### config.mk
export PLATFORM = sky130hd
export DESIGN_NAME = alu4b_ctrl_flat
export DESIGN_NICKNAME = d
export VERILOG_FILES = /design/src/rtl/alu4b_ctrl_if.sv /design/src/rtl/alu4b_ctrl.sv /design/src/flat_wrapper.sv
export SDC_FILE = /design/constraint.sdc
export NUM_CORES = 1
export LEC_CHECK = 0
export CAP_MARGIN = 20
export CELL_PAD_IN_SITES_DETAIL_PLACEMENT = 1
export CELL_PAD_IN_SITES_GLOBAL_PLACEMENT = 2
export CORE_MARGIN = 4
export CORE_UTILIZATION = 25
export DETAILED_ROUTE_END_ITERATION = 7
export PLACE_DENSITY = 0.81
export SYNTH_ARGS = -nofsm -noshare
export SYNTH_HDL_FRONTEND = slang
export SYNTH_SLANG_ARGS = --single-unit
### constraint.sdc
create_clock -name clk -period 1.2 [get_ports clk]
set_input_delay 0.36 -clock clk [delete_from_list [all_inputs] [get_ports clk]]
set_output_delay 0.36 -clock clk [all_outputs]
set_load 0.01 [all_outputs]
### src/rtl/alu4b_ctrl_if.sv
// rtl/alu4b_ctrl_if.sv - operand/result handshake bundle for alu4b_ctrl
// Purpose: groups the input (operand) and output (result) valid/ready channels.
// Signals:
//   in_valid/in_ready   operand pair + opcode handshake
//   op[1:0]             00 ADD, 01 SUB, 10 CMP, 11 ACC_ADD
//   a[0:3], b[0:3]      operands, bit 0 = MSB
//   out_valid/out_ready result handshake
//   out_r[0:3], out_c   result and carry/borrow
//   out_gt/lt/eq        compare flags of the operands actually used
// Modports: master = producer/consumer side, slave = alu4b_ctrl side.
interface alu4b_ctrl_if;
  logic       in_valid;
  logic       in_ready;
  logic [1:0] op;
  logic [0:3] a;
  logic [0:3] b;
  logic       out_valid;
  logic       out_ready;
  logic [0:3] out_r;
  logic       out_c;
  logic       out_gt;
  logic       out_lt;
  logic       out_eq;

  modport master (
    output in_valid, op, a, b, out_ready,
    input  in_ready, out_valid, out_r, out_c, out_gt, out_lt, out_eq
  );

  modport slave (
    input  in_valid, op, a, b, out_ready,
    output in_ready, out_valid, out_r, out_c, out_gt, out_lt, out_eq
  );
endinterface

### src/rtl/alu4b_ctrl.sv
// rtl/alu4b_ctrl.sv - registered operation sequencer around a 4-bit ALU
// Purpose: accepts one operand pair + opcode per in_valid/in_ready transfer,
//   runs it through alu4b, and holds the registered result in a one-entry
//   output buffer until out_ready.
// Ports:
//   clk    rising-edge clock
//   rst_n  asynchronous active-low reset
//   bus    alu4b_ctrl_if.slave (operand and result handshakes)
// Optional feature: define ALU4B_CTRL_ACC_EN to build the accumulator that
//   ACC_ADD uses as operand A; otherwise ACC_ADD behaves as ADD.

// Combinational 4-bit ALU, bit 0 = MSB.
// amab: a > b, ameb: a < b, aib: a == b.
module alu4b (
  input  logic [0:3] a,
  input  logic [0:3] b,
  output logic [0:3] sum,
  output logic       c_sum,
  output logic [0:3] res,
  output logic       c_res,
  output logic       amab,
  output logic       ameb,
  output logic       aib
);
  assign {c_sum, sum} = {1'b0, a} + {1'b0, b};
  // Five-bit difference: bit 4 is set exactly when a < b (borrow).
  assign {c_res, res} = {1'b0, a} - {1'b0, b};
  assign amab = (a > b);
  assign ameb = (a < b);
  assign aib  = (a == b);
endmodule

module alu4b_ctrl (
  input  logic       clk,
  input  logic       rst_n,
  alu4b_ctrl_if.slave bus
);
  localparam logic [1:0] OP_SUB = 2'b01;
  localparam logic [1:0] OP_CMP = 2'b10;

  typedef enum logic {
    S_EMPTY = 1'b0,
    S_FULL  = 1'b1
  } state_t;

  state_t     state_q, state_d;
  logic       accept;
  logic [0:3] a_eff;
  logic [0:3] sum, res;
  logic       c_sum, c_res, amab, ameb, aib;
  logic [0:3] r_d, r_q;
  logic       c_d, c_q, gt_q, lt_q, eq_q;

  // The buffer may take a new op when empty or when its entry leaves this cycle.
  assign bus.in_ready = (state_q == S_EMPTY) || bus.out_ready;
  assign accept       = bus.in_valid && bus.in_ready;

`ifdef ALU4B_CTRL_ACC_EN
  localparam logic [1:0] OP_ACC = 2'b11;
  logic [0:3] acc_q;

  assign a_eff = (bus.op == OP_ACC) ? acc_q : bus.a;

  // CMP produces no arithmetic result, so it must not disturb the chain.
  always_ff @(posedge clk or negedge rst_n) begin
    if (!rst_n) begin
      acc_q <= 4'b0000;
    end else if (accept && (bus.op != OP_CMP)) begin
      acc_q <= r_d;
    end
  end
`else
  assign a_eff = bus.a;
`endif

  alu4b u_alu (
    .a     (a_eff),
    .b     (bus.b),
    .sum   (sum),
    .c_sum (c_sum),
    .res   (res),
    .c_res (c_res),
    .amab  (amab),
    .ameb  (ameb),
    .aib   (aib)
  );

  always_comb begin
    r_d = sum;
    c_d = c_sum;
    case (bus.op)
      OP_SUB: begin
        r_d = res;
        c_d = c_res;
      end
      OP_CMP: begin
        r_d = 4'b0000;
        c_d = 1'b0;
      end
      default: begin
        r_d = sum;   // ADD and ACC_ADD
        c_d = c_sum;
      end
    endcase
  end

  always_comb begin
    state_d = state_q;
    case (state_q)
      S_EMPTY: if (accept) state_d = S_FULL;
      S_FULL:  if (!accept && bus.out_ready) state_d = S_EMPTY;
      default: state_d = S_EMPTY;
    endcase
  end

  always_ff @(posedge clk or negedge rst_n) begin
    if (!rst_n) begin
      state_q <= S_EMPTY;
    end else begin
      state_q <= state_d;
    end
  end

  // Result registers only move on accept, so a stalled entry stays stable.
  always_ff @(posedge clk or negedge rst_n) begin
    if (!rst_n) begin
      r_q  <= 4'b0000;
      c_q  <= 1'b0;
      gt_q <= 1'b0;
      lt_q <= 1'b0;
      eq_q <= 1'b0;
    end else if (accept) begin
      r_q  <= r_d;
      c_q  <= c_d;
      gt_q <= amab;
      lt_q <= ameb;
      eq_q <= aib;
    end
  end

  assign bus.out_valid = (state_q == S_FULL);
  assign bus.out_r     = r_q;
  assign bus.out_c     = c_q;
  assign bus.out_gt    = gt_q;
  assign bus.out_lt    = lt_q;
  assign bus.out_eq    = eq_q;
endmodule

### src/flat_wrapper.sv
// flat-port wrapper written by rule: the top's interface ports become plain ports
module alu4b_ctrl_flat 
  (clk, rst_n, bus_in_valid, bus_op, bus_a, bus_b, bus_out_ready, bus_in_ready, bus_out_valid, bus_out_r, bus_out_c, bus_out_gt, bus_out_lt, bus_out_eq);
  alu4b_ctrl_if bus_i ();
  input  logic clk;
  input  logic rst_n;
  input wire logic [$bits(bus_i.in_valid)-1:0] bus_in_valid;
  input wire logic [$bits(bus_i.op)-1:0] bus_op;
  input wire logic [$bits(bus_i.a)-1:0] bus_a;
  input wire logic [$bits(bus_i.b)-1:0] bus_b;
  input wire logic [$bits(bus_i.out_ready)-1:0] bus_out_ready;
  output wire logic [$bits(bus_i.in_ready)-1:0] bus_in_ready;
  output wire logic [$bits(bus_i.out_valid)-1:0] bus_out_valid;
  output wire logic [$bits(bus_i.out_r)-1:0] bus_out_r;
  output wire logic [$bits(bus_i.out_c)-1:0] bus_out_c;
  output wire logic [$bits(bus_i.out_gt)-1:0] bus_out_gt;
  output wire logic [$bits(bus_i.out_lt)-1:0] bus_out_lt;
  output wire logic [$bits(bus_i.out_eq)-1:0] bus_out_eq;
  assign bus_i.in_valid = bus_in_valid;
  assign bus_i.op = bus_op;
  assign bus_i.a = bus_a;
  assign bus_i.b = bus_b;
  assign bus_i.out_ready = bus_out_ready;
  assign bus_in_ready = bus_i.in_ready;
  assign bus_out_valid = bus_i.out_valid;
  assign bus_out_r = bus_i.out_r;
  assign bus_out_c = bus_i.out_c;
  assign bus_out_gt = bus_i.out_gt;
  assign bus_out_lt = bus_i.out_lt;
  assign bus_out_eq = bus_i.out_eq;
  alu4b_ctrl u_core (.clk(clk), .rst_n(rst_n), .bus(bus_i));
endmodule
==> impl_metrics.tcl <==
set metrics [dict create \
    status "finished, violations left" \
    violations "negative setup slack" \
    post-synth-top-area-cell "dfrtp_1" \
    vias_per_cell 4.596 \
    power.density_nw_per_um2 917.2 \
    cp-start-kind "input pin" \
    synth_top_cells_by_count "nand2_1 (11), dfrtp_1 (9), ha_1 (9), inv_1 (9), o21ai_0 (7)" \
    ys.flop_type "dfrtp_1" \
    num_vias 717 \
    dieWidth_um 61.32 \
    firstDrtPassIters 2 \
    place_congestion 0.7051 \
    synth_seq_area_share_pct 31.69 \
    synth_most_common_cell "nand2_1" \
    ys_top_cells_by_area "dfrtp_1 (32%), ha_1 (16%), nand2_1 (5.8%), fa_1 (5.6%), o21ai_0 (4.9%)" \
    critPathKind "input pin to flip-flop" \
    synthArstFlopShare_pct 100.0 \
    max_slew.worst_pin.slew_ns 0.4133 \
    grt_max_degree 10 \
    finalHoldViolCount 0 \
    preCtsSetupSlack_ns -0.9711 \
    overflow 0 \
    ir_worst_vdd_v 0.0005951 \
    rsz0062_at_grt "true" \
    start_util_pct 26.00 \
    cp.arrival_ns 1.54 \
    postSynthCellCount 77 \
    slew_headroom_pct 72.36 \
    placed_area_um2 1165 \
    antenna_cells 0 \
    report.final.slew_viol_count 0 \
    synthAdderAreaFrac_pct 21.48 \
    post-route-drc-count 0 \
    yosys.area_share.simple_pct 17.61 \
    h-tree-depth 1 \
    synth_fp_nets 102 \
    period_share_pct 112.0 \
    drt-total-wl_um 2130 \
    layout-drive-gt1-share_pct 58.40 \
    wl_met1_um 843 \
    antenna_found_initial 0 \
    wl_met3_um 122 \
    max_freq_mhz 744.1 \
    timing.final.crit_period_ns 1.344 \
    hold_path.class "input pin to asynchronous set/reset pin" \
    fin_worst_skew_ns 0.0008618 \
    fp-row-count 19 \
    synth_top_area_share_pct 31.69 \
    setup_slack_ns -0.1438 \
    timing.hold.ws_ns 0.3912 \
    area_growth_pct 78.70 \
    synth-xor-area-share_pct 1.232 \
    ys_warn_count 0 \
    die_area_um2 3760 \
    cts_num_sinks 9 \
    highest_layer "met4" \
    crit_path_end_kind "flip-flop" \
    syn_area_um2 710.7 \
    p_leak_uw 0.0005936 \
    die_h_um 61.32 \
    cts_tree "yes" \
    clk_path_buf_depth 2 \
    port_buffers 23 \
    numCtsBuffers 3 \
    coreArea_um2 2734 \
    cp_max_fo 7 \
    synth_top_family_by_area "adder cells" \
    wl_per_cell_um 13.65 \
    synth-edff-count 0 \
    clkTransAtPathRegs_ns 0.06 \
    synthMuxAreaShare_pct 1.585 \
    grt_pass1_vias 763 \
    synth-compound-area-share_pct 18.84 \
    finalSetupViolations 7 \
    nNetsFinal 151 \
    clock_latency_ns 0.26 \
    hpwl_um 1706 \
    multi_input_area_um2 558.0 \
    drv_cap 0 \
    routed-wl-met2_um 1144 \
    seqCellArea_um2 225.2 \
    cts_root_buffer "clkbuf_4" \
    drt_iter0_drc 7 \
    yosysUniqueCellTypes 26 \
    power_uw 1165 \
    nFillCells 300 \
    ys_seq_elements 9 \
    ctsHoldBuffers 0 \
    syn_area_per_cell_um2 9.230 \
    grt.total_usage_pct 11.94 \
    io_pins 24 \
    antenna_left 0 \
    setup_tns_ns -0.6441 \
    required_ns 1.39 \
    fin_area_um2 1270 \
    grt_pass1_wl_um 3298 \
]
[registers in the layout (all words and copies together), names as in the netlist]
name / flops
u_core.bus.out_eq: 1
u_core.bus.out_valid: 1
u_core.bus.out_gt: 1
u_core.bus.out_c: 1
u_core.bus.out_r: 4
u_core.bus.out_lt: 1
[cell families after synthesis]
| kind of cell | after synthesis |
|---|---|
| buffers and inverters | 12 |
| adder cells (fa/ha/maj) | 11 |
| AO/OA/AOI/OAI | 19 |
| XOR/XNOR | 1 |
| multiplexers | 1 |
| AND/OR/NAND/NOR | 24 |
| flip-flops | 9 |
[cells in the final DEF (no fill, tap or decap), drive strengths merged, types with 2 or more instances in the layout]
master	instances
a21oi	4
a32oi	2
buf	39
clkbuf	5
clkdlybuf4s50	2
dfrtp	9
dlygate4sd2	3
fa	2
ha	9
inv	10
nand2	11
nand2b	2
nand3b	2
nor2	3
nor2b	3
o21ai	7
o31ai	2
[final timing paths]
check / start / to / slack (ns) / depth (start not counted)
max in group asynchronous: rst_n / u_core.bus.out_r[2] / 0.52 / 1
min in group clk: bus_a[3] / u_core.bus.out_lt / 0.47 / 3
worst min-delay path: rst_n / u_core.bus.out_lt / 0.39 / 1
worst max-delay path: bus_b[2] / u_core.bus.out_gt / -0.14 / 9
worst min register to register: u_core.bus.out_c / u_core.bus.out_c / 0.49 / 2
worst max register to register: u_core.bus.out_valid / u_core.bus.out_r[3] / 0.08 / 6
[routing by layer]
layer | global-route usage, % | vias to the layer above
met1 | 13.07 | 339
met4 | 4.644 | 0
met2 | 22.96 | 18
met5 | 0 | -
li1 | - | 358
met3 | 1.468 | 2
[through the flow]
step,cells,utilization [%]
after global routing,156,46.45
after detailed placement,146,42.61
final,156,46.45
after CTS,154,44.94
after floorplan,77,-
after global placement,146,42.61
[cell type report]
type                       count  share of cell area, %
tap                           31                  3.054
clock buffer                   4                  2.069
multi-input combinational     56                  43.94
inverter                      10                  4.335
timing repair buffer          46                  28.87
sequential                     9                  17.73
[repair_timing]
action                     in CTS  in global routing
gates resized for setup        99                 11
buffers inserted                4                  2
setup endpoints to repair      18                 10
pin swaps                      12                 12
[power breakdown]
group	switching (uW)	total [uW]	internal, uW
Combinational	250	547	297
Sequential	23.7	373	349
Clock	116	244	129
Total	390	1160	775
[critical path, cell delays in order]
cell      delay [ns]
buf_8           0.09
inv_8           0.03
ha_4            0.29
buf_6           0.14
nand3b_1        0.14
a21oi_2         0.18
buf_4           0.14
o21ai_2         0.04
o21ai_1         0.13
No activity file was read; power rests on OpenSTA's default activity.
